$ cat config.mk
export PLATFORM = sky130hd
export DESIGN_NAME = irq_controller
export DESIGN_NICKNAME = d
export VERILOG_FILES = /design/src/rtl/pm_irq_pkg.sv /design/src/rtl/irq_priority_encoder.sv /design/src/rtl/irq_controller.sv
export SDC_FILE = /design/constraint.sdc
export NUM_CORES = 1
export LEC_CHECK = 0
export CELL_PAD_IN_SITES_DETAIL_PLACEMENT = 0
export CELL_PAD_IN_SITES_GLOBAL_PLACEMENT = 1
export CORE_ASPECT_RATIO = 0.9
export CORE_MARGIN = 2
export CORE_UTILIZATION = 38
export CTS_CLUSTER_SIZE = 16
export DETAILED_ROUTE_END_ITERATION = 7
export HOLD_SLACK_MARGIN = 0.05
export PLACE_DENSITY_LB_ADDON = 0.1
export SLEW_MARGIN = 20
export SYNTH_ARGS = -nofsm -noshare
export SYNTH_HDL_FRONTEND = slang
export SYNTH_SLANG_ARGS = --single-unit
$ cat constraint.sdc
create_clock -name clk -period 34.8 [get_ports clk]
set_clock_uncertainty 0.1 [all_clocks]
set_input_delay 6.96 -clock clk [delete_from_list [all_inputs] [get_ports clk]]
set_output_delay 6.96 -clock clk [all_outputs]
set_load 0.02 [all_outputs]
$ cat src/rtl/pm_irq_pkg.sv
// Shared types, sizes and default bus addresses for the interrupt controller.
// Latency: n/a (declarations only).
// Backpressure: n/a.
package pm_irq_pkg;

    localparam int NUM_IRQ = 32;
    localparam int NUM_GRP = 8;
    localparam int GRP_SIZE = NUM_IRQ / NUM_GRP;

    typedef enum logic [1:0] {IDLE, REQ, SERVICE} irq_state_t;
    typedef logic [1:0] irq_pri_t;

    localparam logic [23:0] IRQ_PRI_DEF = 24'h2020;
    localparam logic [23:0] IRQ_ENA_DEF = 24'h2023;
    localparam logic [23:0] IRQ_ACT_DEF = 24'h2027;
    localparam logic [23:0] IRQ_SWT_DEF = 24'h202B;

    // Priority of the group that source n belongs to.
    function automatic irq_pri_t grp_pri(input logic [2*NUM_GRP-1:0] pri, input int n);
        return pri[2*(n/GRP_SIZE) +: 2];
    endfunction

endpackage

$ cat src/rtl/irq_priority_encoder.sv
// Picks the highest-priority pending source; ties resolve to the lowest index.
// Latency: purely combinational, zero cycles.
// Backpressure: none; output follows the inputs.
//   req_vec  in  32  act & ena
//   grp_pri  in  16  2-bit priority per group of four sources
//   valid/index/pri  out  winner present, its source index and priority
module irq_priority_encoder
    import pm_irq_pkg::*;
(
    input  logic [NUM_IRQ-1:0]   req_vec,
    input  logic [2*NUM_GRP-1:0] grp_pri_in,
    output logic                 valid,
    output logic [4:0]           index,
    output irq_pri_t             pri
);

    irq_pri_t best;
    irq_pri_t p;

    // Scanning upward with a strict '>' keeps the lowest index on ties.
    // A group priority of 0 can never beat best=0, so it masks the group.
    always_comb begin
        best  = '0;
        p     = '0;
        valid = 1'b0;
        index = '0;
        for (int n = 0; n < NUM_IRQ; n++) begin
            p = grp_pri(grp_pri_in, n);
            if (req_vec[n] && (p > best)) begin
                best  = p;
                index = 5'(n);
                valid = 1'b1;
            end
        end
        pri = best;
    end

endmodule

$ cat src/rtl/irq_controller.sv
// Latches source pulses into active flags and presents the best enabled one to the CPU.
// Latency: src pulse at N -> act at N+1 -> irq_req/vector/pri registered at N+2.
// Backpressure: one request outstanding; irq_ack moves it to service, others stay pending.
//   Ports: clk, reset (sync, active-high), clk_ce; 24-bit CPU bus (bus_write, bus_read,
//   bus_address_in, bus_data_in, bus_data_out); irq_src[31:0]; irq_req/irq_vector/irq_pri; irq_ack.
//   Optional feature macro: IRQ_SWTRIG_EN (software trigger register at IRQ_SWT).
module irq_controller
    import pm_irq_pkg::*;
#(
    parameter logic [23:0] IRQ_PRI = IRQ_PRI_DEF,
    parameter logic [23:0] IRQ_ENA = IRQ_ENA_DEF,
    parameter logic [23:0] IRQ_ACT = IRQ_ACT_DEF,
    parameter logic [23:0] IRQ_SWT = IRQ_SWT_DEF
) (
    input  logic               clk,
    input  logic               reset,
    input  logic               clk_ce,
    input  logic               bus_write,
    input  logic               bus_read,
    input  logic [23:0]        bus_address_in,
    input  logic [7:0]         bus_data_in,
    output logic [7:0]         bus_data_out,
    input  logic [NUM_IRQ-1:0] irq_src,
    output logic               irq_req,
    output logic [4:0]         irq_vector,
    output irq_pri_t           irq_pri,
    input  logic               irq_ack
);

    logic [2*NUM_GRP-1:0] pri_q, pri_d;
    logic [NUM_IRQ-1:0]   ena_q, ena_d;
    logic [NUM_IRQ-1:0]   act_q, act_set, act_clr;
    logic [NUM_IRQ-1:0]   cand;
    logic [7:0]           rd_dat;

    logic                 win_vld;
    logic [4:0]           win_idx;
    irq_pri_t             win_pri;

    irq_state_t           state_q, state_d;
    logic [4:0]           vec_q, vec_d;
    irq_pri_t             prio_q, prio_d;
    logic                 req_q;

    // ---------------- register write decode ----------------
    always_comb begin
        pri_d   = pri_q;
        ena_d   = ena_q;
        act_clr = '0;
        act_set = irq_src;
        if (bus_write) begin
            for (int k = 0; k < 2; k++) begin
                if (bus_address_in == IRQ_PRI + 24'(k))
                    pri_d[8*k +: 8] = bus_data_in;
            end
            for (int k = 0; k < 4; k++) begin
                if (bus_address_in == IRQ_ENA + 24'(k))
                    ena_d[8*k +: 8] = bus_data_in;
                if (bus_address_in == IRQ_ACT + 24'(k))
                    act_clr[8*k +: 8] = bus_data_in;
            end
`ifdef IRQ_SWTRIG_EN
            if ((bus_address_in == IRQ_SWT) && bus_data_in[7])
                act_set[bus_data_in[4:0]] = 1'b1;
`endif
        end
    end

    // Set is OR-ed after the clear so a pulse beats a same-cycle W1C.
    always_ff @(posedge clk) begin
        if (reset) begin
            pri_q <= '0;
            ena_q <= '0;
            act_q <= '0;
        end else if (clk_ce) begin
            pri_q <= pri_d;
            ena_q <= ena_d;
            act_q <= (act_q & ~act_clr) | act_set;
        end
    end

    // ---------------- read mux ----------------
    always_comb begin
        rd_dat = '0;
        for (int k = 0; k < 2; k++) begin
            if (bus_address_in == IRQ_PRI + 24'(k))
                rd_dat = pri_q[8*k +: 8];
        end
        for (int k = 0; k < 4; k++) begin
            if (bus_address_in == IRQ_ENA + 24'(k))
                rd_dat = ena_q[8*k +: 8];
            if (bus_address_in == IRQ_ACT + 24'(k))
                rd_dat = act_q[8*k +: 8];
        end
        // The trigger register is write-only (or absent); it always reads zero.
        if (bus_address_in == IRQ_SWT)
            rd_dat = '0;
    end

    // Data is driven only while the CPU strobes a read; reads have no side effects.
    assign bus_data_out = bus_read ? rd_dat : 8'h00;

    // ---------------- arbitration ----------------
    assign cand = act_q & ena_q;

    irq_priority_encoder u_enc (
        .req_vec    (cand),
        .grp_pri_in (pri_q),
        .valid      (win_vld),
        .index      (win_idx),
        .pri        (win_pri)
    );

    // ---------------- request FSM ----------------
    always_comb begin
        state_d = state_q;
        vec_d   = vec_q;
        prio_d  = prio_q;
        case (state_q)
            IDLE: begin
                if (win_vld) begin
                    state_d = REQ;
                    vec_d   = win_idx;
                    prio_d  = win_pri;
                end
            end
            REQ: begin
                if (!win_vld) begin
                    state_d = IDLE;
                end else if (irq_ack) begin
                    // CPU took the vector it saw; keep it frozen for service.
                    state_d = SERVICE;
                end else begin
                    vec_d  = win_idx;
                    prio_d = win_pri;
                end
            end
            SERVICE: begin
                if (!act_q[vec_q])
                    state_d = IDLE;
            end
            default: state_d = IDLE;
        endcase
    end

    always_ff @(posedge clk) begin
        if (reset) begin
            state_q <= IDLE;
            vec_q   <= '0;
            prio_q  <= '0;
            req_q   <= 1'b0;
        end else if (clk_ce) begin
            state_q <= state_d;
            vec_q   <= vec_d;
            prio_q  <= prio_d;
            req_q   <= (state_d == REQ);
        end
    end

    assign irq_req    = req_q;
    assign irq_vector = vec_q;
    assign irq_pri    = prio_q;

endmodule

==> results of run 1 <==
-- registers in the layout (all words and copies together) (netlist names) --
name	flops
irq_vector	5
pri_q	16
ena_q	32
state_q	2
act_q	32
irq_req	1
irq_pri	2
-- per-stage QoR --
step	cell area, µm²	utilization	std cells
after CTS	8760	0.502	1260
after detailed placement	8330	0.478	1240
after global routing	9570	0.549	1289
after floorplan	6690	-	869
final	9570	0.549	1289
after global placement	8330	0.478	1240
-- logic make-up after synthesis --
family	after synthesis	share of synthesized area
AND/OR/NAND/NOR	347	0.235
AO/OA/AOI/OAI	287	0.299
flip-flops	90	0.269
buffers and inverters	58	0.0336
multiplexers	52	0.0996
adder cells (fa/ha/maj)	35	0.0643
-- worst max path at each step --
stage	start	endpoint	depth (start not counted)
after floorplan	act_q[0]	irq_vector[0]	183
after global placement	ena_q[0]	irq_vector[1]	185
after detailed placement	ena_q[0]	irq_vector[1]	184
after CTS	act_q[0]	irq_pri[1]	186
after global routing	ena_q[0]	irq_pri[1]	189
final	ena_q[0]	irq_pri[1]	186
-- power by group through the flow --
stage	logic [W]	clock network (W)	registers, W
2_1_floorplan	0.00000728	0	0.000110
5_1_grt	0.0000212	0.000120	0.000111
3_5_place_dp	0.0000195	0	0.000113
4_1_cts	0.0000196	0.000115	0.000110
3_3_place_gp	0.0000193	0	0.000113
6_report	0.0000198	0.000115	0.000111
-- final cells by class --
type / count / share of cell area
inverters: 18 / 0.00706
multi-input cells: 721 / 0.554
repair buffers: 204 / 0.183
well taps: 240 / 0.0314
clock buffers: 12 / 0.0258
flip-flops and latches: 90 / 0.189
clock inverters: 4 / 0.0103
-- what timing repair did --
| item | in CTS | in global routing |
|---|---|---|
| setup buffers | 4 | 29 |
| resized for setup | 16 | 121 |
| setup endpoints to repair | 10 | 10 |
| pin swaps | 6 | 103 |
-- layout by cell type, fill, tap and decap left out, types with 5 or more instances in the layout --
| master | instances |
|---|---|
| sky130_fd_sc_hd__a21oi_1 | 70 |
| sky130_fd_sc_hd__a21oi_2 | 13 |
| sky130_fd_sc_hd__a221oi_1 | 7 |
| sky130_fd_sc_hd__a222oi_1 | 6 |
| sky130_fd_sc_hd__a22o_1 | 7 |
| sky130_fd_sc_hd__a22oi_1 | 23 |
| sky130_fd_sc_hd__a31oi_1 | 10 |
| sky130_fd_sc_hd__a41oi_1 | 5 |
| sky130_fd_sc_hd__and2_1 | 13 |
| sky130_fd_sc_hd__and3_1 | 6 |
| sky130_fd_sc_hd__buf_4 | 116 |
| sky130_fd_sc_hd__clkbuf_16 | 9 |
| sky130_fd_sc_hd__clkdlybuf4s50_1 | 84 |
| sky130_fd_sc_hd__dfxtp_1 | 87 |
| sky130_fd_sc_hd__ha_1 | 17 |
| sky130_fd_sc_hd__ha_4 | 14 |
| sky130_fd_sc_hd__inv_1 | 16 |
| sky130_fd_sc_hd__mux2_4 | 11 |
| sky130_fd_sc_hd__mux2i_1 | 31 |
| sky130_fd_sc_hd__mux4_2 | 10 |
| sky130_fd_sc_hd__nand2_1 | 133 |
| sky130_fd_sc_hd__nand2_2 | 6 |
| sky130_fd_sc_hd__nand3_1 | 41 |
| sky130_fd_sc_hd__nor2_1 | 67 |
| sky130_fd_sc_hd__nor2_2 | 11 |
| sky130_fd_sc_hd__nor2_4 | 8 |
| sky130_fd_sc_hd__nor2b_1 | 8 |
| sky130_fd_sc_hd__nor3_1 | 10 |
| sky130_fd_sc_hd__o21ai_0 | 49 |
| sky130_fd_sc_hd__o21ai_1 | 6 |
| sky130_fd_sc_hd__o21ai_2 | 5 |
| sky130_fd_sc_hd__o22a_1 | 5 |
| sky130_fd_sc_hd__o22ai_1 | 5 |
-- layer usage --
metal	wire length (µm)	GRT usage
met1	12100	0.388
met2	12700	0.455
met3	1930	0.0455
met4	571	0.0871
met5	0	0
-- tightest hold or removal path: cells and delay by family, from the launching register on --
family / cells / cell delay [ns]
compound gates: 1 / 0.05
flops: 1 / 0.31
simple gates: 1 / 0.06
==> flow_summary_export.csv, run 1 <==
group,metric,value,unit
layout,area_growth,43.0,%
synthesis,share_of_the_yosys_chip_area_belonging_to_registers,0.269,
routing,detail_route.iter0.violations,642,
synthesis,mappedNetlistArea,6690,µm²
place,place.detailed.hpwl,20100,µm
worst_setup_path,timing_worst_setup_path_type,"reg -> reg",
run,maxCapViolations,0,
floorplan,floorplan.die.height,130,µm
worst_setup_path,reg2regPathDepth,186,
clocking,cts-root-buf,"sky130_fd_sc_hd__clkbuf_16",
floorplan,placeable_core_area,17400,µm²
worst_setup_path,worst-endpoint-required,34.90,ns
routing,antenna_violating_nets_post_route,0,
worst_setup_path,reg2reg_start,"ena_q[0]",
sta,fmaxAchievable,29.8,MHz
synthesis,ys_seq_elements,90,
worst_setup_path,arrival,33.66,ns
worst_setup_path,timing.reg2reg.setup_slack,1.24,ns
power_and_ir_drop,share_seq_of_total_power,0.451,
floorplan,die_x,144,µm
routing,number_of_optimization_iterations_in_the_first_detailed_route_pass,5,
layout,layout.nets,1146,
global_routing,grt-ovfl-total,0,
min_path,worst_hold_path_class,"reg -> reg",
clocking,cts-root-to-sink-buffers,2,
worst_setup_path,critical_path_s_slowest_cell,"sky130_fd_sc_hd__or3_4",
worst_setup_path,cpLargestDelayFamily,"compound AO/OA/AOI/OAI gates",
synthesis,leading_cell_types_by_total_area_after_synthesis,"sky130_fd_sc_hd__dfxtp_1 27%, sky130_fd_sc_hd__nand2_1 7.9%, sky130_fd_sc_hd__a21oi_1 6.1%",
synthesis,syn_inst,869,
global_routing,initial_antenna_violation_count,0,
worst_setup_path,worst_path_largest_cell_delay,0.40,ns
routing,avgViaCountPerCell,5.98,
synthesis,post_synth_most_frequent_cells,"140 x sky130_fd_sc_hd__nand2_1, 90 x sky130_fd_sc_hd__dfxtp_1, 86 x sky130_fd_sc_hd__nor2_1, 82 x sky130_fd_sc_hd__a21oi_1, 57 x sky130_fd_sc_hd__o21ai_0",
power_and_ir_drop,pwr_density_cell,25.7,nW/µm²
sta,tns,0,ns
synthesis,synth_area_leader_cell,"sky130_fd_sc_hd__dfxtp_1",
power_and_ir_drop,total_power,0.000246,W
sta,final_hold_viol_count,0,
worst_setup_path,r2r_end,"irq_pri[1]",
synthesis,async_reset_ff_frac,0,
power_and_ir_drop,power.share.switching,0.234,
synthesis,yosys_most_used_dff,"sky130_fd_sc_hd__dfxtp_1",
synthesis,ys_types,83,
sta,timing.final.ws_setup,1.24,ns
worst_setup_path,cp_max_fo,8,
clocking,hold_buffers,0,
layout,total_area_of_multi_input_combinational_cells,5300,µm²
min_path,min_to,"state_q[1]",
place,numPortBuffers,85,
sta,final-max-slew-violation-count,0,
sta,holdWs,0.375,ns
min_path,worstHoldStart,"state_q[1]",
floorplan,ioPinCount,86,
global_routing,grt_max_degree,91,
global_routing,gr-usage-all-layers,0.282,
routing,drt_drc_violations_left,0,
global_routing,vias_in_the_first_global_route,7184,
power_and_ir_drop,vdd_ir_drop_max,0.0192,mV
clocking,htreeDepth,3,
sta,final_clock_period_utilization_by_the_worst_path,0.964,
clocking,cts-buffers-inserted,9,
worst_setup_path,startpoint_type,"flip-flop",
sta,timing.final.setup_violations,0,
layout,final_layout_size_suffix_gt1_frac,0.273,
clocking,cts.sinks,90,
run_status,outcome,"complete, no violations",
clocking,clkLatencyLatePin,0.35,ns
place,dp_slack,-0.434,ns
sta,fin_crit,33.56,ns
worst_setup_path,critical_path.most_common_cell,"sky130_fd_sc_hd__ha_1",
routing,detail_route.wirelength,27400,µm
power_and_ir_drop,share_comb_of_total_power,0.081,
layout,layout.filler_cells,1637,
place,routabilityCongestion,0.904,
clocking,path_clk_slew,0.07,ns
floorplan,effective_utilization_at_floorplan,0.384,
global_routing,global_route_wire_length_before_repair,40200,µm
sta,worst_pin_slew,1.01,ns
worst_setup_path,crit_path_capture_type,"flip-flop",
routing,route.detailed.wl_per_inst,21.2,µm
synthesis,synth_area_per_cell,7.70,µm²
routing,total_via_count_in_the_routed_design,7702,
sta,max-slew-margin-rel,0.317,
power_and_ir_drop,clkPwrFrac,0.469,
layout,regArea,1810,µm²
synthesis,synth-edff-count,0,
synthesis,synth_top_area_frac,0.269,
power_and_ir_drop,lkg_pwr,3.47,nW
power_and_ir_drop,cellInternalPower,0.000188,W
synthesis,synth.net_count,971,
floorplan,placementRows,46,
power_and_ir_drop,power.switching,0.0000574,W
synthesis,synth_warnings,0,
min_path,min_delay_path_depth,2,
synthesis,yosys.cell_count.top_type,"sky130_fd_sc_hd__nand2_1",
clocking,cts_tree,"yes",
floorplan,die_area,18700,µm²
worst_setup_path,wp_buf_inv,8,
layout,n_diodes,0,
Power figures use the tool's default switching activity.
==> run 2, diff against run 1 <==
--- a/config.mk
+++ b/config.mk
@@ -17,4 +17,5 @@
 export SLEW_MARGIN = 20
 export SYNTH_ARGS = -nofsm -noshare
 export SYNTH_HDL_FRONTEND = slang
+export SYNTH_HIERARCHICAL = 1
 export SYNTH_SLANG_ARGS = --single-unit
==> flow_summary_export.csv, run 2 <==
group,metric,value,unit
run_status,outcome,"complete, no violations",
sta,fmaxAchievable,30.6,MHz
layout,final_util,0.479,
sta,final_clock_period_utilization_by_the_worst_path,0.939,
layout,largest_registers,"act_q: 32 flops, ena_q: 32 flops, pri_q: 16 flops",
synthesis,mappedNetlistArea,7360,µm²
clocking,clkLatencyLatePin,0.36,ns
routing,detail_route.iter0.violations,688,
power_and_ir_drop,cellInternalPower,0.000175,W
clocking,htreeDepth,3,
layout,layout.cell_area.non_filler,9150,µm²
worst_setup_path,reg2reg_start,"act_q[0]",
run,maxCapViolations,0,
global_routing,grt-ovfl-total,0,
power_and_ir_drop,vdd_ir_drop_max,0.0210,mV
floorplan,die_x,151,µm
layout,layout.cells.most_common_list,"191 x sky130_fd_sc_hd__nand2_1, 106 x sky130_fd_sc_hd__a21oi_1, 88 x sky130_fd_sc_hd__dfxtp_1, 84 x sky130_fd_sc_hd__o21ai_0, 84 x sky130_fd_sc_hd__clkdlybuf4s50_1",
power_and_ir_drop,total_power,0.000239,W
layout,layout.filler_cells,2005,
sta,final-max-slew-violation-count,0,
power_and_ir_drop,share_seq_of_total_power,0.457,
layout,layout.cells.most_common,"sky130_fd_sc_hd__nand2_1",
routing,drt_drc_violations_left,0,
synthesis,synth_warnings,6,
global_routing,gr-usage-all-layers,0.265,
worst_setup_path,worst-endpoint-required,34.91,ns
place,dp_slack,0.627,ns
layout,total_area_of_multi_input_combinational_cells,5440,µm²
layout,layout.nets,1193,
synthesis,synth_area_leader_cell,"sky130_fd_sc_hd__dfxtp_1",
power_and_ir_drop,pwr_density_cell,26.2,nW/µm²
routing,detail_route.wirelength,27700,µm
synthesis,ys_types,92,
worst_setup_path,critical_path_s_slowest_cell,"sky130_fd_sc_hd__or4_1",
synthesis,ys_seq_elements,90,
sta,final_hold_viol_count,0,
floorplan,floorplan.die.height,136,µm
synthesis,post_synth_most_frequent_cells,"193 x sky130_fd_sc_hd__nand2_1, 109 x sky130_fd_sc_hd__a21oi_1, 94 x sky130_fd_sc_hd__o21ai_0, 90 x sky130_fd_sc_hd__dfxtp_1, 78 x sky130_fd_sc_hd__nor2_1",
layout,final_layout_size_suffix_gt1_frac,0.155,
sta,timing.final.ws_setup,2.12,ns
layout,n_diodes,0,
place,place.detailed.hpwl,21000,µm
floorplan,ioPinCount,86,
global_routing,initial_antenna_violation_count,0,
floorplan,placementRows,48,
sta,worst_pin_slew,0.969,ns
power_and_ir_drop,power.share.switching,0.270,
power_and_ir_drop,clkPwrFrac,0.436,
clocking,path_clk_slew,0.07,ns
worst_setup_path,timing_worst_setup_path_type,"reg -> reg",
worst_setup_path,worst_path_largest_cell_delay,0.51,ns
global_routing,vias_in_the_first_global_route,7186,
power_and_ir_drop,power.switching,0.0000647,W
place,numPortBuffers,85,
power_and_ir_drop,share_comb_of_total_power,0.107,
worst_setup_path,crit_path_capture_type,"flip-flop",
floorplan,effective_utilization_at_floorplan,0.385,
routing,number_of_optimization_iterations_in_the_first_detailed_route_pass,5,
worst_setup_path,cp_max_fo,9,
synthesis,synth.net_count,1096,
synthesis,syn_inst,994,
routing,avgViaCountPerCell,5.84,
routing,antenna_violating_nets_post_route,0,
sta,holdWs,0.371,ns
place,routabilityCongestion,0.974,
layout,regArea,1800,µm²
floorplan,die_area,20500,µm²
worst_setup_path,worst_setup_path_endpoint,"irq_vector[0]",
sta,max-slew-margin-rel,0.354,
worst_setup_path,critical_path.most_common_cell,"sky130_fd_sc_hd__ha_1",
clocking,hold_buffers,0,
clocking,cts-root-to-sink-buffers,2,
place,dpl_cell_area,8560,µm²
clocking,cts_tree,"yes",
clocking,cts-root-buf,"sky130_fd_sc_hd__clkbuf_16",
min_path,worst_hold_path_class,"reg -> reg",
worst_setup_path,worstSetupStartpoint,"act_q[0]",
routing,route.detailed.wl_per_inst,20.5,µm
floorplan,placeable_core_area,19100,µm²
sta,timing.final.setup_violations,0,
synthesis,yosys_most_used_dff,"sky130_fd_sc_hd__dfxtp_1",
worst_setup_path,startpoint_type,"flip-flop",
routing,total_via_count_in_the_routed_design,7857,
worst_setup_path,timing.reg2reg.setup_slack,2.12,ns
worst_setup_path,reg2regPathDepth,191,
synthesis,yosys.cell_count.top_type,"sky130_fd_sc_hd__nand2_1",
clocking,cts-buffers-inserted,9,
worst_setup_path,arrival,32.79,ns
worst_setup_path,r2r_end,"irq_vector[0]",
synthesis,synth_area_per_cell,7.40,µm²
clocking,cts.sinks,90,
global_routing,global_route_wire_length_before_repair,41700,µm
synthesis,leading_cell_types_by_total_area_after_synthesis,"sky130_fd_sc_hd__dfxtp_1 24%, sky130_fd_sc_hd__nand2_1 9.8%, sky130_fd_sc_hd__a21oi_1 7.4%",
synthesis,synth_top_area_frac,0.245,
synthesis,share_of_the_yosys_chip_area_belonging_to_registers,0.245,
power_and_ir_drop,lkg_pwr,3.37,nW
global_routing,grt_max_degree,91,
synthesis,async_reset_ff_frac,0,
sta,fin_crit,32.68,ns
synthesis,synth-edff-count,0,
layout,area_growth,24.3,%
[run 2: changes by cell type after synthesis, moves of 6 or more]
cell / change
sky130_fd_sc_hd__and2_1: +23
sky130_fd_sc_hd__nand2_1: +53
sky130_fd_sc_hd__mux2i_1: -18
sky130_fd_sc_hd__buf_2: +6
sky130_fd_sc_hd__nand3_1: -27
sky130_fd_sc_hd__a41oi_1: -7
sky130_fd_sc_hd__o21ai_0: +37
sky130_fd_sc_hd__nor2_1: -8
sky130_fd_sc_hd__o21ai_1: +10
sky130_fd_sc_hd__a21oi_1: +27
sky130_fd_sc_hd__a22oi_1: -11
sky130_fd_sc_hd__a31oi_1: -6
sky130_fd_sc_hd__mux2_2: +6
[run 2: area by class of cell]
type                    instances  share of cell area
multi-input cells             836               0.594
repair buffers                133               0.132
clock buffers                   9              0.0246
well taps                     250              0.0342
clock inverters                 7             0.00916
flip-flops and latches         90               0.197
inverters                      21             0.00861
[run 2: per-layer routing]
layer  vias up  part of all wire  GRT usage
li1       3845                 -          -
met1      3680              0.46      0.372
met2       292              0.45      0.412
met3        40             0.064     0.0500
met4         0             0.024     0.0820
met5         -                 0          0
[run 2: cells by family (layout without fill, tap and decap cells)]
group | count (synthesis) | count (layout) | synth area share
compound gates | 345 | 345 | 0.299
fa+ha+maj | 37 | 37 | 0.0612
buf+inv | 68 | 170 | 0.0401
flops | 90 | 90 | 0.245
mux | 39 | 39 | 0.0723
simple gates | 415 | 415 | 0.283
[run 2: repair_timing]
action | 4_1_cts | 5_1_grt
endpoints found under the setup margin | 0 | 10
buffers inserted | 0 | 14
gates resized for setup | 0 | 62
[run 2: worst min-delay path by stage]
stage | endpoint | slack [ns] | cells after the start | start
after floorplan | ena_q[17] | 0.34 | 2 | ena_q[17]
after detailed placement | ena_q[24] | 0.36 | 2 | ena_q[24]
after global placement | ena_q[24] | 0.36 | 2 | ena_q[24]
final | ena_q[31] | 0.37 | 2 | ena_q[31]
after CTS | ena_q[24] | 0.37 | 2 | ena_q[24]
after global routing | ena_q[8] | 0.39 | 2 | ena_q[8]
[run 2: power by group through the flow]
stage / combinational [W] / sequential (W) / clock [W]
floorplan: 0.0000118 / 0.000109 / 0
global placement: 0.0000254 / 0.000111 / 0
finish: 0.0000257 / 0.000109 / 0.000104
detailed placement: 0.0000255 / 0.000112 / 0
global route: 0.0000276 / 0.000110 / 0.000110
CTS: 0.0000256 / 0.000109 / 0.000106
[run 2: per-stage QoR]
stage / std cells / TNS [ns]
after floorplan: 994 / 0
after CTS: 1332 / 0
after global placement: 1316 / 0
final: 1346 / 0
after detailed placement: 1316 / 0
after global routing: 1346 / -2.58
[run 2: critical path: cells and delay by family, from the launching register on]
| family | cells | cell delay (ns) |
|---|---|---|
| AO/OA/AOI/OAI | 65 | 8.96 |
| adder cells (fa/ha/maj) | 35 | 9.86 |
| buffers and inverters | 1 | 0.16 |
| flip-flops | 1 | 0.39 |
| multiplexers | 12 | 3.95 |
| AND/OR/NAND/NOR | 78 | 9.10 |
